### src/rtl/wormhole_arbiter_if.sv
// wormhole_arbiter_if: request/grant bundle between input buffers and the wormhole output-port arbiter
//   master: req, head, hdr_fmt, hdr_len, credit_avail out; grant, owner, xfer, tail, busy in
//   slave : the arbiter side, directions reversed
interface wormhole_arbiter_if #(
  parameter int NUM_REQ = 5,
  parameter int OW = (NUM_REQ > 1) ? $clog2(NUM_REQ) : 1
);
  logic [NUM_REQ-1:0] req;
  logic [NUM_REQ-1:0] head;
  logic [NUM_REQ-1:0][3:0] hdr_fmt;
  logic [NUM_REQ-1:0][6:0] hdr_len;
  logic credit_avail;
  logic [NUM_REQ-1:0] grant;
  logic [OW-1:0] owner;
  logic xfer;
  logic tail;
  logic busy;
  modport master (
    output req, head, hdr_fmt, hdr_len, credit_avail,
    input grant, owner, xfer, tail, busy
  );
  modport slave (
    input req, head, hdr_fmt, hdr_len, credit_avail,
    output grant, owner, xfer, tail, busy
  );
endinterface

### src/rtl/wormhole_arbiter.sv
// wormhole_arbiter: round-robin output-port arbiter that locks the port to one buffer for a whole packet
//   clk, rst (async, active-high); bus (slave): req/head/hdr_fmt/hdr_len/credit_avail in,
//   grant/owner/xfer/tail/busy out. Header fmt codes: 0 short read, 1 short write,
//   2 long read, 3 long write. Define WH_ARB_FAST_HANDOFF_EN to re-arbitrate on the tail
//   cycle so the next packet starts with no idle bubble.
module wormhole_arbiter #(
  parameter int NUM_REQ = 5,
  parameter int CNT_WIDTH = 8
) (
  input logic clk,
  input logic rst,
  wormhole_arbiter_if.slave bus
);
  localparam int OW = (NUM_REQ > 1) ? $clog2(NUM_REQ) : 1;
  localparam logic [3:0] FMT_SHORT_READ = 4'h0;
  localparam logic [3:0] FMT_SHORT_WRITE = 4'h1;
  localparam logic [3:0] FMT_LONG_READ = 4'h2;
  localparam logic [3:0] FMT_LONG_WRITE = 4'h3;
  typedef enum logic {IDLE, LOCKED} state_t;
  state_t state, state_d;
  logic [NUM_REQ-1:0] grant_q, grant_d, elig;
  logic [OW-1:0] owner_q, owner_d, rr_ptr, ptr_d, next_owner, start, win;
  logic [CNT_WIDTH-1:0] rem, rem_d, load;
  logic [3:0] win_fmt;
  logic [6:0] win_len;
  logic found, xfer, tail;
  int idx;
  assign next_owner = (owner_q == OW'(NUM_REQ - 1)) ? '0 : owner_q + 1'b1;
`ifdef WH_ARB_FAST_HANDOFF_EN
  // While locked, arbitration only matters on the tail cycle and must skip the current owner.
  assign start = (state == LOCKED) ? next_owner : rr_ptr;
  assign elig = bus.req & bus.head & ((state == LOCKED) ? ~grant_q : '1);
`else
  assign start = rr_ptr;
  assign elig = bus.req & bus.head;
`endif
  // First eligible index at or after start, wrapping around.
  always_comb begin
    found = 1'b0;
    win = '0;
    idx = 0;
    for (int k = 0; k < NUM_REQ; k++) begin
      idx = int'(start) + k - ((int'(start) + k >= NUM_REQ) ? NUM_REQ : 0);
      if (!found && elig[idx]) begin
        found = 1'b1;
        win = OW'(idx);
      end
    end
  end
  assign win_fmt = bus.hdr_fmt[win];
  assign win_len = bus.hdr_len[win];
  assign load = (win_fmt == FMT_SHORT_READ || win_fmt == FMT_SHORT_WRITE) ? CNT_WIDTH'(win_len[3:0]) + CNT_WIDTH'(1)
              : (win_fmt == FMT_LONG_READ || win_fmt == FMT_LONG_WRITE) ? CNT_WIDTH'(win_len) + CNT_WIDTH'(2)
              : CNT_WIDTH'(win_len) + CNT_WIDTH'(1);
  assign xfer = (state == LOCKED) & bus.req[owner_q] & bus.credit_avail;
  assign tail = xfer & (rem == CNT_WIDTH'(1));
  always_comb begin
    state_d = state;
    grant_d = grant_q;
    owner_d = owner_q;
    rem_d = rem;
    ptr_d = rr_ptr;
    if (state == IDLE) begin
      if (found) begin
        state_d = LOCKED;
        grant_d = NUM_REQ'(1) << win;
        owner_d = win;
        rem_d = load;
      end
    end else begin
      if (xfer) rem_d = rem - CNT_WIDTH'(1);
      if (tail) begin
        state_d = IDLE;
        grant_d = '0;
        ptr_d = next_owner;
`ifdef WH_ARB_FAST_HANDOFF_EN
        if (found) begin
          state_d = LOCKED;
          grant_d = NUM_REQ'(1) << win;
          owner_d = win;
          rem_d = load;
        end
`endif
      end
    end
  end
  always_ff @(posedge clk or posedge rst) begin
    if (rst) begin
      state <= IDLE;
      grant_q <= '0;
      owner_q <= '0;
      rem <= '0;
      rr_ptr <= '0;
    end else begin
      state <= state_d;
      grant_q <= grant_d;
      owner_q <= owner_d;
      rem <= rem_d;
      rr_ptr <= ptr_d;
    end
  end
  assign bus.grant = grant_q;
  assign bus.owner = owner_q;
  assign bus.xfer = xfer;
  assign bus.tail = tail;
  assign bus.busy = (state == LOCKED);
endmodule

### src/flat_wrapper.sv
// flat-port wrapper written by rule: the top's interface ports become plain ports
module wormhole_arbiter_flat 
#(
  parameter int NUM_REQ = 5,
  parameter int CNT_WIDTH = 8
)
  (clk, rst, bus_req, bus_head, bus_hdr_fmt, bus_hdr_len, bus_credit_avail, bus_grant, bus_owner, bus_xfer, bus_tail, bus_busy);
  wormhole_arbiter_if #(.NUM_REQ(NUM_REQ)) bus_i ();
  input logic clk;
  input logic rst;
  input wire logic [$bits(bus_i.req)-1:0] bus_req;
  input wire logic [$bits(bus_i.head)-1:0] bus_head;
  input wire logic [$bits(bus_i.hdr_fmt)-1:0] bus_hdr_fmt;
  input wire logic [$bits(bus_i.hdr_len)-1:0] bus_hdr_len;
  input wire logic [$bits(bus_i.credit_avail)-1:0] bus_credit_avail;
  output wire logic [$bits(bus_i.grant)-1:0] bus_grant;
  output wire logic [$bits(bus_i.owner)-1:0] bus_owner;
  output wire logic [$bits(bus_i.xfer)-1:0] bus_xfer;
  output wire logic [$bits(bus_i.tail)-1:0] bus_tail;
  output wire logic [$bits(bus_i.busy)-1:0] bus_busy;
  assign bus_i.req = bus_req;
  assign bus_i.head = bus_head;
  assign bus_i.hdr_fmt = bus_hdr_fmt;
  assign bus_i.hdr_len = bus_hdr_len;
  assign bus_i.credit_avail = bus_credit_avail;
  assign bus_grant = bus_i.grant;
  assign bus_owner = bus_i.owner;
  assign bus_xfer = bus_i.xfer;
  assign bus_tail = bus_i.tail;
  assign bus_busy = bus_i.busy;
  wormhole_arbiter #(.NUM_REQ(NUM_REQ), .CNT_WIDTH(CNT_WIDTH)) u_core (.clk(clk), .rst(rst), .bus(bus_i));
endmodule
### config.mk
export PLATFORM = sky130hd
export DESIGN_NAME = wormhole_arbiter_flat
export DESIGN_NICKNAME = d
export VERILOG_FILES = /design/src/rtl/wormhole_arbiter_if.sv /design/src/rtl/wormhole_arbiter.sv /design/src/flat_wrapper.sv
export SDC_FILE = /design/constraint.sdc
export NUM_CORES = 1
export LEC_CHECK = 0
export ABC_AREA = 1
export CAP_MARGIN = 20
export CORE_ASPECT_RATIO = 0.5
export CORE_MARGIN = 1.5
export CORE_UTILIZATION = 47
export CTS_CLUSTER_DIAMETER = 120
export DETAILED_ROUTE_END_ITERATION = 10
export GPL_ROUTABILITY_DRIVEN = 0
export GPL_TIMING_DRIVEN = 1
export PLACE_DENSITY = 0.78
export REMOVE_ABC_BUFFERS = 1
export SLEW_MARGIN = 0
export SYNTH_ARGS = -nofsm -noshare
export SYNTH_HDL_FRONTEND = slang
export SYNTH_SLANG_ARGS = --single-unit
### constraint.sdc
create_clock -name clk -period 9.6 [get_ports clk]
set_clock_uncertainty 0.15 [all_clocks]
set_input_delay 1.92 -clock clk [delete_from_list [all_inputs] [get_ports clk]]
set_output_delay 1.92 -clock clk [all_outputs]
set_load 0.02 [all_outputs]
==> reports/metrics.cfg, run 1 <==
[synth]
synthesized_area_fraction_occupied_by_xor_and_xnor_cells=0.0117
synth-main-ff-cell=sky130_fd_sc_hd__dfrtp_1
ys_ff_latch=20
synth.yosys.seq_area_share=0.168
synth_simple_gate_area_frac=0.466
edff_count_synth=0
synthAdderAreaFrac=0.101
ys_types=43
yosysWarnings=0
synth.area.top_cells=sky130_fd_sc_hd__nand2_1 18%, sky130_fd_sc_hd__dfrtp_1 17%, sky130_fd_sc_hd__ha_1 10%, sky130_fd_sc_hd__nand3_1 9.7%, sky130_fd_sc_hd__inv_1 8.9%
synth_largest_area_cell=sky130_fd_sc_hd__nand2_1
area_of_the_mapped_netlist_sq_mm=0.00299
synth_async_sr_flop_share=1.00
postSynthCellCount=486
synth_area_in_compound_gates=0.136
syn-mean-instance-area_sq_um=6.14
yosysTopAreaCellShare=0.180
synthMuxAreaShare=0
synth_top_family_by_area=simple AND/OR/NAND/NOR gates

[die]
rows=20
start_util=0.489
die-area_sq_mm=0.00687
number_of_i_o_pins=79
die_width_um=116
fp.dieH_um=59.4
design.core.area_sq_mm=0.00611

[worst_hold_path]
min_path_type=reg -> reg
hold_path_depth=2

[finish]
antenna-diode-count=0
final_layout_size_suffix_gt1_frac=0.0973
layout_common_cells=143 x sky130_fd_sc_hd__nand2_1, 73 x sky130_fd_sc_hd__clkdlybuf4s50_1, 71 x sky130_fd_sc_hd__inv_1
final_common_cell=sky130_fd_sc_hd__nand2_1
final_area_sq_mm=0.00386
layout_cells_excl_fill=643
area_growth_pct=29.3
finalNetCount=648

[cts]
cts.path.max_buffers=2
cts_hold_buf=0
cts_root_buffer=sky130_fd_sc_hd__clkbuf_16
cts_htree_levels=1
cts.reportedPaths.clkPinSlew_ns=0.06
post-cts-setup-buffer-count=0
cts_tree=yes
cts_buffers=3
cts_resized=0
clock_latency_ns=0.25
clock-sinks=20

[routing]
route.final.wire_length_mm=8.15
drtPass1Iterations=5
detail_route.iter0.violations=227
drc_errors=0
detail-route-antenna-nets=0
routed_via_density=5.14
dr_total_vias=3305
avgRoutedWirePerCell_um=12.7

[placed_design]
dpl-instance-area_sq_mm=0.00377
io_buffer_count=73
placed_cells_incl_taps=639
hpwlAfterDp_mm=6.70

[status]
outcome=completed

[timing]
setup_repair_after_global_routing_missed_its_margin=false
finalSetupViolations=0
min_period_ns=6.06
tightest_slew_ns=0.803
fin_crit_sh=0.631
hold_viol_final=0
final_max_slew_viol_count=0
fin_setup_tns_ns=0
timing_limited_maximum_frequency_ghz=0.165
relSlewSlack=0.463

[worst_setup_path]
end_kind=output port
cp_cell_sequence=clkdlybuf4s50_1 > o21ai_0 > o22ai_1 > nand2_1 > o21ai_0 > nand3_1 > nor4_1 > buf_4 > clkdlybuf4s50_1
critPathMaxStageDelay_ns=0.62
cp.arrival_ns=3.99
path_max_fanout=7
critical_path_class=in -> out
cell_at_the_slowest_stage_of_the_critical_path=sky130_fd_sc_hd__clkdlybuf4s50_1
critical_path.startpoint_type=primary input
cell_count_of_the_worst_reg_to_reg_path=33
timing.critical_path.required_ns=7.53

[grt]
grtUsageTotal=0.253
globalRouteOverflowTotal=0
grt_pass1_vias=2983
pin_count_of_the_biggest_net_entering_global_routing=24
grt_first_pass_wirelength_mm=13.8
initial_antenna_violation_count=0

[power_and_ir_drop]
power.total_uw=771
power_density_mw_per_mm2=200
vdd_drop_max_mv=0.119
p_leak_nw=1.96

[run]
cap_viol_max_count=0

[metrics by stage]
stage	hold slack (ns)	worst slack [ns]	utilization
floorplan	0.359	4.20	-
global placement	0.347	3.57	0.618
detailed placement	0.359	3.59	0.618
CTS	0.372	3.56	0.632
global route	0.397	3.45	0.632
finish	0.366	3.54	0.632
[layout make-up]
cell class	count	area, sq um
sequential	20	500
fill	581	2250
tap	88	110
clock buffer	4	88.8
multi-input combinational	380	2130
timing repair buffer	74	738
inverter	77	289
[path summary, 6_finish.rpt]
kind / from / endpoint / slack [ns]
max: bus_req[1] / bus_tail / 3.54
min: u_core.bus.grant[2]$_DFFE_PP0P_ / u_core.bus.grant[2]$_DFFE_PP0P_ / 0.37
max reg2reg: u_core.rr_ptr[1]$_DFFE_PP0P_ / u_core.rem[4]$_DFFE_PP0P_ / 4.46
min reg2reg: u_core.bus.grant[2]$_DFFE_PP0P_ / u_core.bus.grant[2]$_DFFE_PP0P_ / 0.37
max in group asynchronous: rst / u_core.rem[0]$_DFFE_PP0P_ / 6.85
min in group asynchronous: rst / u_core.bus.owner[2]$_DFFE_PP0P_ / 1.96
[registers in the layout (all words and copies together), names as in the netlist]
| name | cells |
|---|---|
| u_core.bus.grant | 5 |
| u_core.rem | 8 |
| u_core.bus.busy | 1 |
| u_core.rr_ptr | 3 |
| u_core.bus.owner | 3 |
[power by group]
part / internal [mW] / switching [mW] / total (mW)
Sequential: 0.114 / 0.0279 / 0.142
Clock: 0.0635 / 0.0319 / 0.0954
Combinational: 0.200 / 0.334 / 0.534
Total: 0.378 / 0.394 / 0.771
[layer usage]
metal	wire length [um]	track usage
met1	3780	0.338
met2	3950	0.446
met3	338	0.0368
met4	81	0.0488
met5	0	0
[critical path, delay by kind of cell]
family | cells | cell delay (ns)
AND/OR/NAND/NOR | 3 | 0.39
AO/OA/AOI/OAI | 3 | 0.31
buffers and inverters | 3 | 1.35
[Yosys cell counts (5+ instances only)]
| cell | n |
|---|---|
| sky130_fd_sc_hd__nand2_1 | 143 |
| sky130_fd_sc_hd__ha_1 | 24 |
| sky130_fd_sc_hd__nor2_1 | 34 |
| sky130_fd_sc_hd__inv_2 | 5 |
| sky130_fd_sc_hd__nand3_2 | 9 |
| sky130_fd_sc_hd__dfrtp_1 | 20 |
| sky130_fd_sc_hd__nand3_1 | 58 |
| sky130_fd_sc_hd__nand2_2 | 13 |
| sky130_fd_sc_hd__a31oi_1 | 5 |
| sky130_fd_sc_hd__a21oi_1 | 15 |
| sky130_fd_sc_hd__inv_1 | 71 |
| sky130_fd_sc_hd__o21ai_0 | 24 |
| sky130_fd_sc_hd__nand4_1 | 8 |
[cell families after synthesis]
family | count (synthesis)
AO/OA/AOI/OAI | 64
adder cells (fa/ha/maj) | 24
XOR/XNOR | 4
AND/OR/NAND/NOR | 288
flip-flops | 20
buffers and inverters | 86
(Power assumes the default switching activity.)
==> run 2, diff against run 1 <==
--- a/config.mk
+++ b/config.mk
@@ -9,7 +9,7 @@
 export CAP_MARGIN = 20
 export CORE_ASPECT_RATIO = 0.5
 export CORE_MARGIN = 1.5
-export CORE_UTILIZATION = 47
+export CORE_UTILIZATION = 45
 export CTS_CLUSTER_DIAMETER = 120
 export DETAILED_ROUTE_END_ITERATION = 10
 export GPL_ROUTABILITY_DRIVEN = 0
==> constraint.sdc (replaced) <==
create_clock -name clk -period 5.48 [get_ports clk]
set_clock_uncertainty 0.15 [all_clocks]
set_input_delay 1.096 -clock clk [delete_from_list [all_inputs] [get_ports clk]]
set_output_delay 1.096 -clock clk [all_outputs]
set_load 0.02 [all_outputs]
==> run 2 against run 1 <==
Clock power is 76% higher. Routed wire length is 0.74% higher. Worst setup slack worse by 2.9 ns. Global-route usage is 2.4 points lower. Critical endpoint is now u_core.rem[4]$_DFFE_PP0P_. Largest power group unchanged.
==> reports/metrics.cfg, run 2 (synthesized netlist as in run 1, its figures left out) <==
[routing]
drc_errors=0  ; unchanged
detail-route-antenna-nets=0  ; unchanged
route.final.wire_length_mm=8.21  ; +0.74%
routed_via_density=5.06  ; -1.6%
avgRoutedWirePerCell_um=12.7  ; +0.58%
drtPass1Iterations=4  ; -1
dr_total_vias=3256  ; -1.5%
detail_route.iter0.violations=215  ; -5.3%

[timing]
fin_crit_sh=0.884
fin_setup_tns_ns=0  ; unchanged
timing_limited_maximum_frequency_ghz=0.206
tightest_slew_ns=0.798  ; -0.00477 ns
relSlewSlack=0.466  ; +0.00319
finalSetupViolations=0  ; unchanged
final_max_slew_viol_count=0  ; unchanged
setup_repair_after_global_routing_missed_its_margin=false
hold_viol_final=0  ; unchanged
min_period_ns=4.85

[die]
design.core.area_sq_mm=0.00623  ; +2.0%
number_of_i_o_pins=79  ; unchanged
fp.dieH_um=60.6  ; +2.1%
rows=20  ; unchanged
start_util=0.479  ; -0.00982
die-area_sq_mm=0.00716  ; +4.3%
die_width_um=118  ; +2.1%

[worst_setup_path]
critical_path.startpoint_type=register
critPathMaxStageDelay_ns=0.50  ; -0.12 ns
cp.arrival_ns=4.84  ; +0.85 ns
end_kind=register
cell_at_the_slowest_stage_of_the_critical_path=sky130_fd_sc_hd__dfrtp_1
critical_path_class=reg -> reg
worst_path_most_repeated_cell=sky130_fd_sc_hd__nand2_1
timing.critical_path.required_ns=5.48  ; -2.05 ns
path_max_fanout=16  ; +9

[cts]
cts_htree_levels=1  ; unchanged
clock-sinks=20  ; unchanged
cts_hold_buf=0  ; unchanged
clock_latency_ns=0.26  ; about the same
post-cts-setup-buffer-count=0  ; unchanged
cts_buffers=3  ; unchanged
cts_root_buffer=sky130_fd_sc_hd__clkbuf_16
cts.path.max_buffers=2  ; unchanged
cts_tree=yes
cts.reportedPaths.clkPinSlew_ns=0.06  ; about the same
cts_resized=0  ; unchanged

[finish]
largest_register_ff_count=8  ; unchanged
layout_cells_excl_fill=644  ; +0.16%
largest_register=u_core.rem
final_layout_size_suffix_gt1_frac=0.0989  ; +0.00162
utilization=0.621  ; -0.0115
area_growth_pct=29.5
fill_cells=600  ; +3.3%
final_common_cell=sky130_fd_sc_hd__nand2_1
finalNetCount=649  ; +0.15%
layout_common_cells=143 x sky130_fd_sc_hd__nand2_1, 73 x sky130_fd_sc_hd__clkdlybuf4s50_1, 71 x sky130_fd_sc_hd__inv_1
antenna-diode-count=0  ; unchanged

[power_and_ir_drop]
internal-power_uw=666  ; +76%
power_density_mw_per_mm2=351  ; +76%
p_leak_nw=1.96  ; +0.24%
p_seq_frac=0.183  ; about the same
power.combinational.fraction=0.694  ; +0.002
switching_power_uw=693  ; +76%
vdd_drop_max_mv=0.195  ; +64%
power_frac_clock=0.124  ; about the same
p_sw_frac=0.510  ; -0.000625

[placed_design]
placed_cells_incl_taps=640  ; +0.16%
io_buffer_count=73  ; unchanged
hpwlAfterDp_mm=6.74  ; +0.59%

[run]
cap_viol_max_count=0  ; unchanged

[grt]
grtUsageTotal=0.229  ; -0.0245
pin_count_of_the_biggest_net_entering_global_routing=21  ; -13%
grt_first_pass_wirelength_mm=13.3  ; -3.6%
globalRouteOverflowTotal=0  ; unchanged
grt_pass1_vias=2881  ; -3.4%
initial_antenna_violation_count=0  ; unchanged

[worst_hold_path]
min_path_type=reg -> reg

[status]
outcome=completed

==> run 2: worst paths after layout <==
path,from,end,slack (ns),cells after the start
worst max register to register,u_core.rr_ptr[1]$_DFFE_PP0P_,u_core.rem[4]$_DFFE_PP0P_,0.63,34
worst min register to register,u_core.bus.grant[1]$_DFFE_PP0P_,u_core.bus.grant[1]$_DFFE_PP0P_,0.38,1
min in group asynchronous,rst,u_core.bus.owner[2]$_DFFE_PP0P_,1.13,2
worst min-delay path,u_core.bus.grant[1]$_DFFE_PP0P_,u_core.bus.grant[1]$_DFFE_PP0P_,0.38,1
worst max-delay path,u_core.rr_ptr[1]$_DFFE_PP0P_,u_core.rem[4]$_DFFE_PP0P_,0.63,34
max in group asynchronous,rst,u_core.rem[7]$_DFFE_PP0P_,3.56,2
==> run 2: stage by stage <==
step / hold WS (ns) / area, sq um / power [mW] / setup slack (ns)
floorplan: 0.359 / 2920 / 0.917 / 1.24
global placement: 0.347 / 3780 / 1.16 / 0.735
detailed placement: 0.357 / 3780 / 1.18 / 0.653
CTS: 0.379 / 3870 / 1.35 / 0.645
global route: 0.394 / 3870 / 1.49 / 0.220
finish: 0.384 / 3870 / 1.36 / 0.634
==> run 2: cell type report <==
cell class	instances	area, sq um	area share
Multi-Input combinational cell	380	2130	0.552
Timing Repair Buffer	75	746	0.193
Sequential cell	20	500	0.129
Inverter	77	289	0.0747
Tap cell	88	110	0.0285
Clock buffer	4	88.8	0.0230
==> run 2: layer usage <==
layer  vias to the layer above  GRT usage  share of wire
li1                       1719          -              -
met5                         -          0              0
met4                         0     0.0261         0.0049
met3                         6     0.0310          0.032
met2                        62      0.428           0.49
met1                      1469      0.300           0.47
==> run 2: power groups by stage <==
stage,logic (mW),clock network (mW),registers [mW]
floorplan,0.647,0,0.270
global placement,0.908,0,0.247
detailed placement,0.933,0,0.249
CTS,0.939,0.168,0.247
global route,1.06,0.174,0.255
finish,0.942,0.168,0.248
==> run 2: worst max-delay path, delay by kind of cell (launching register included) <==
kind	cells	cell delay (ns)
compound gates	1	0.09
simple gates	23	2.07
flops	1	0.50
buf+inv	6	0.83
fa+ha+maj	4	1.07
==> run 3, diff against run 2 <==
--- a/config.mk
+++ b/config.mk
@@ -14,7 +14,7 @@
 export DETAILED_ROUTE_END_ITERATION = 10
 export GPL_ROUTABILITY_DRIVEN = 0
 export GPL_TIMING_DRIVEN = 1
-export PLACE_DENSITY = 0.78
+export PLACE_DENSITY = 0.84
 export REMOVE_ABC_BUFFERS = 1
 export SLEW_MARGIN = 0
 export SYNTH_ARGS = -nofsm -noshare
==> run 3 against run 2 <==
Global-route usage increased by 0.37 points. Maximum frequency down 3.3%. Combinational power decreased by 1%. Largest power group unchanged. Register-to-register slack got worse by 0.16 ns. Non-clock buffer count is 1 lower. Critical endpoint unchanged. Utilization decreased by 0.34 points. Highest routed layer unchanged.
==> reports/metrics.cfg, run 3 (synthesized netlist as in run 1, its figures left out) <==
[grt]
initial_antenna_violation_count=0  ; unchanged
grt_pass1_vias=3030  ; +5.2%
globalRouteOverflowTotal=0  ; unchanged
pin_count_of_the_biggest_net_entering_global_routing=24  ; +14%
grtUsageTotal=0.233  ; +0.00368
grt_first_pass_wirelength_mm=13.5  ; +1.7%

[worst_setup_path]
critical_path.reg2reg.startpoint=u_core.rr_ptr[1]$_DFFE_PP0P_
cell_count_of_the_worst_reg_to_reg_path=31  ; -8.8%
critPathMaxStageDelay_ns=0.49  ; about the same
cell_at_the_slowest_stage_of_the_critical_path=sky130_fd_sc_hd__dfrtp_1
timing.critical_path.buf_inv=6  ; unchanged
critical_path.startpoint_type=register
path_delay_family=simple AND/OR/NAND/NOR gates
timing.critical_path.required_ns=5.47  ; about the same
critical_path_class=reg -> reg
critical_path_depth=31  ; -8.8%
end_kind=register
setup.reg_to_reg.worst_slack_ns=0.47  ; -0.16 ns
worst_path_most_repeated_cell=sky130_fd_sc_hd__nand2_1
path_max_fanout=23  ; +7
rr_endpoint=u_core.rem[4]$_DFFE_PP0P_
cp.arrival_ns=5.00  ; +0.16 ns

[run]
cap_viol_max_count=0  ; unchanged

[power_and_ir_drop]
internal-power_uw=647  ; -2.9%
p_seq_frac=0.188  ; +0.005
power.combinational.fraction=0.699  ; +0.005
p_sw_frac=0.513  ; +0.00350
p_leak_nw=1.95  ; -0.60%
switching_power_uw=682  ; -1.5%
power_density_mw_per_mm2=345  ; -1.7%
vdd_drop_max_mv=0.151  ; -23%
power_frac_clock=0.113  ; -0.011

[worst_hold_path]
hold_path_depth=2  ; +1
min_from=u_core.bus.grant[4]$_DFFE_PP0P_
whs_endpoint=u_core.bus.grant[4]$_DFFE_PP0P_
min_path_type=reg -> reg

[timing]
final_max_slew_viol_count=0  ; unchanged
timing_limited_maximum_frequency_ghz=0.200  ; -3.3%
tightest_slew_ns=0.791  ; -0.00676 ns
relSlewSlack=0.470  ; +0.00453
setup_ws_ns=0.471  ; -0.163 ns
finalSetupViolations=0  ; unchanged
setup_repair_after_global_routing_missed_its_margin=false
fin_crit_sh=0.914  ; +0.0297
fin_setup_tns_ns=0  ; unchanged
hold_ws_ns=0.385  ; +0.000519 ns
min_period_ns=5.01  ; +0.163 ns
hold_viol_final=0  ; unchanged

[die]
start_util=0.479  ; unchanged
design.core.area_sq_mm=0.00623  ; unchanged
die-area_sq_mm=0.00716  ; unchanged
fp.dieH_um=60.6  ; unchanged
number_of_i_o_pins=79  ; unchanged
die_width_um=118  ; unchanged
rows=20  ; unchanged

[finish]
area_growth_pct=28.8
final-seq-area_sq_um=500  ; unchanged
final_layout_size_suffix_gt1_frac=0.0957  ; -0.00325
largest_register_ff_count=8  ; unchanged
antenna-diode-count=0  ; unchanged
final_common_cell=sky130_fd_sc_hd__nand2_1
layout_common_cells=143 x sky130_fd_sc_hd__nand2_1, 73 x sky130_fd_sc_hd__clkdlybuf4s50_1, 71 x sky130_fd_sc_hd__inv_1
fill_cells=567  ; -5.5%
multiInputGateArea_sq_mm=0.00213  ; unchanged
finalNetCount=648  ; -0.15%
layout_cells_excl_fill=642  ; -0.31%
final_area_sq_mm=0.00385  ; -0.55%
largest_register=u_core.rem

[cts]
post-cts-setup-buffer-count=0  ; unchanged
clock-sinks=20  ; unchanged
cts_root_buffer=sky130_fd_sc_hd__clkbuf_16
cts_tree=yes
cts_hold_buf=0  ; unchanged
cts_htree_levels=1  ; unchanged
cts_resized=0  ; unchanged
cts.path.max_buffers=2  ; unchanged
clock_latency_ns=0.25  ; about the same
cts.reportedPaths.clkPinSlew_ns=0.06  ; about the same
cts_buffers=3  ; unchanged

[placed_design]
placed_cells_incl_taps=639  ; -0.16%
hpwlAfterDp_mm=6.54  ; -3.0%
setup_slack_placement_ns=0.504  ; -0.149 ns
dpl-instance-area_sq_mm=0.00377  ; -0.20%
io_buffer_count=73  ; unchanged

[routing]
route.final.wire_length_mm=8.12  ; -1.0%
drc_errors=0  ; unchanged
dr_total_vias=3223  ; -1.0%
detail-route-antenna-nets=0  ; unchanged
drtPass1Iterations=4  ; unchanged
detail_route.iter0.violations=215  ; unchanged
avgRoutedWirePerCell_um=12.7  ; -0.72%
routed_via_density=5.02  ; -0.71%

[status]
outcome=completed

-- run 3: layout make-up --
cell class                      count  share of cell area
Inverter                           77              0.0751
Timing Repair Buffer               74               0.192
Clock buffer                        3              0.0195
Sequential cell                    20               0.130
Multi-Input combinational cell    380               0.555
Tap cell                           88              0.0286
-- run 3: worst max-delay path by stage --
stage | slack [ns] | from | to
3_3_place_gp | 0.61 | u_core.rr_ptr[1]$_DFFE_PP0P_ | u_core.rem[4]$_DFFE_PP0P_
4_1_cts | 0.48 | u_core.rr_ptr[1]$_DFFE_PP0P_ | u_core.rem[4]$_DFFE_PP0P_
2_1_floorplan | 1.24 | u_core.rr_ptr[1]$_DFFE_PP0P_ | u_core.rem[4]$_DFFE_PP0P_
5_1_grt | 0.02 | u_core.rr_ptr[1]$_DFFE_PP0P_ | u_core.rem[4]$_DFFE_PP0P_
3_5_place_dp | 0.50 | u_core.rr_ptr[1]$_DFFE_PP0P_ | u_core.rem[4]$_DFFE_PP0P_
6_report | 0.47 | u_core.rr_ptr[1]$_DFFE_PP0P_ | u_core.rem[4]$_DFFE_PP0P_
-- run 3: through the flow --
stage	total power, mW	utilization
finish	1.33	0.617
global route	1.46	0.617
CTS	1.32	0.617
detailed placement	1.17	0.605
global placement	1.14	0.605
floorplan	0.917	-
-- run 3: power by group through the flow --
stage / registers, mW / clock network [mW] / logic (mW)
2_1_floorplan: 0.270 / 0 / 0.647
3_3_place_gp: 0.249 / 0 / 0.895
3_5_place_dp: 0.249 / 0 / 0.916
4_1_cts: 0.249 / 0.149 / 0.926
5_1_grt: 0.257 / 0.157 / 1.04
6_report: 0.250 / 0.150 / 0.929
-- run 3: layer usage --
| metal | track usage | share of wire | routed length, um |
|---|---|---|---|
| met1 | 0.288 | 0.47 | 3820 |
| met2 | 0.449 | 0.49 | 4000 |
| met3 | 0.0395 | 0.028 | 225 |
| met4 | 0.0314 | 0.0095 | 77 |
| met5 | 0 | 0 | 0 |
-- run 3: tightest hold or removal path: cells and delay by family (launching register included) --
kind | cells | cell delay, ns
compound gates | 1 | 0.07
flops | 1 | 0.35
simple gates | 1 | 0.08
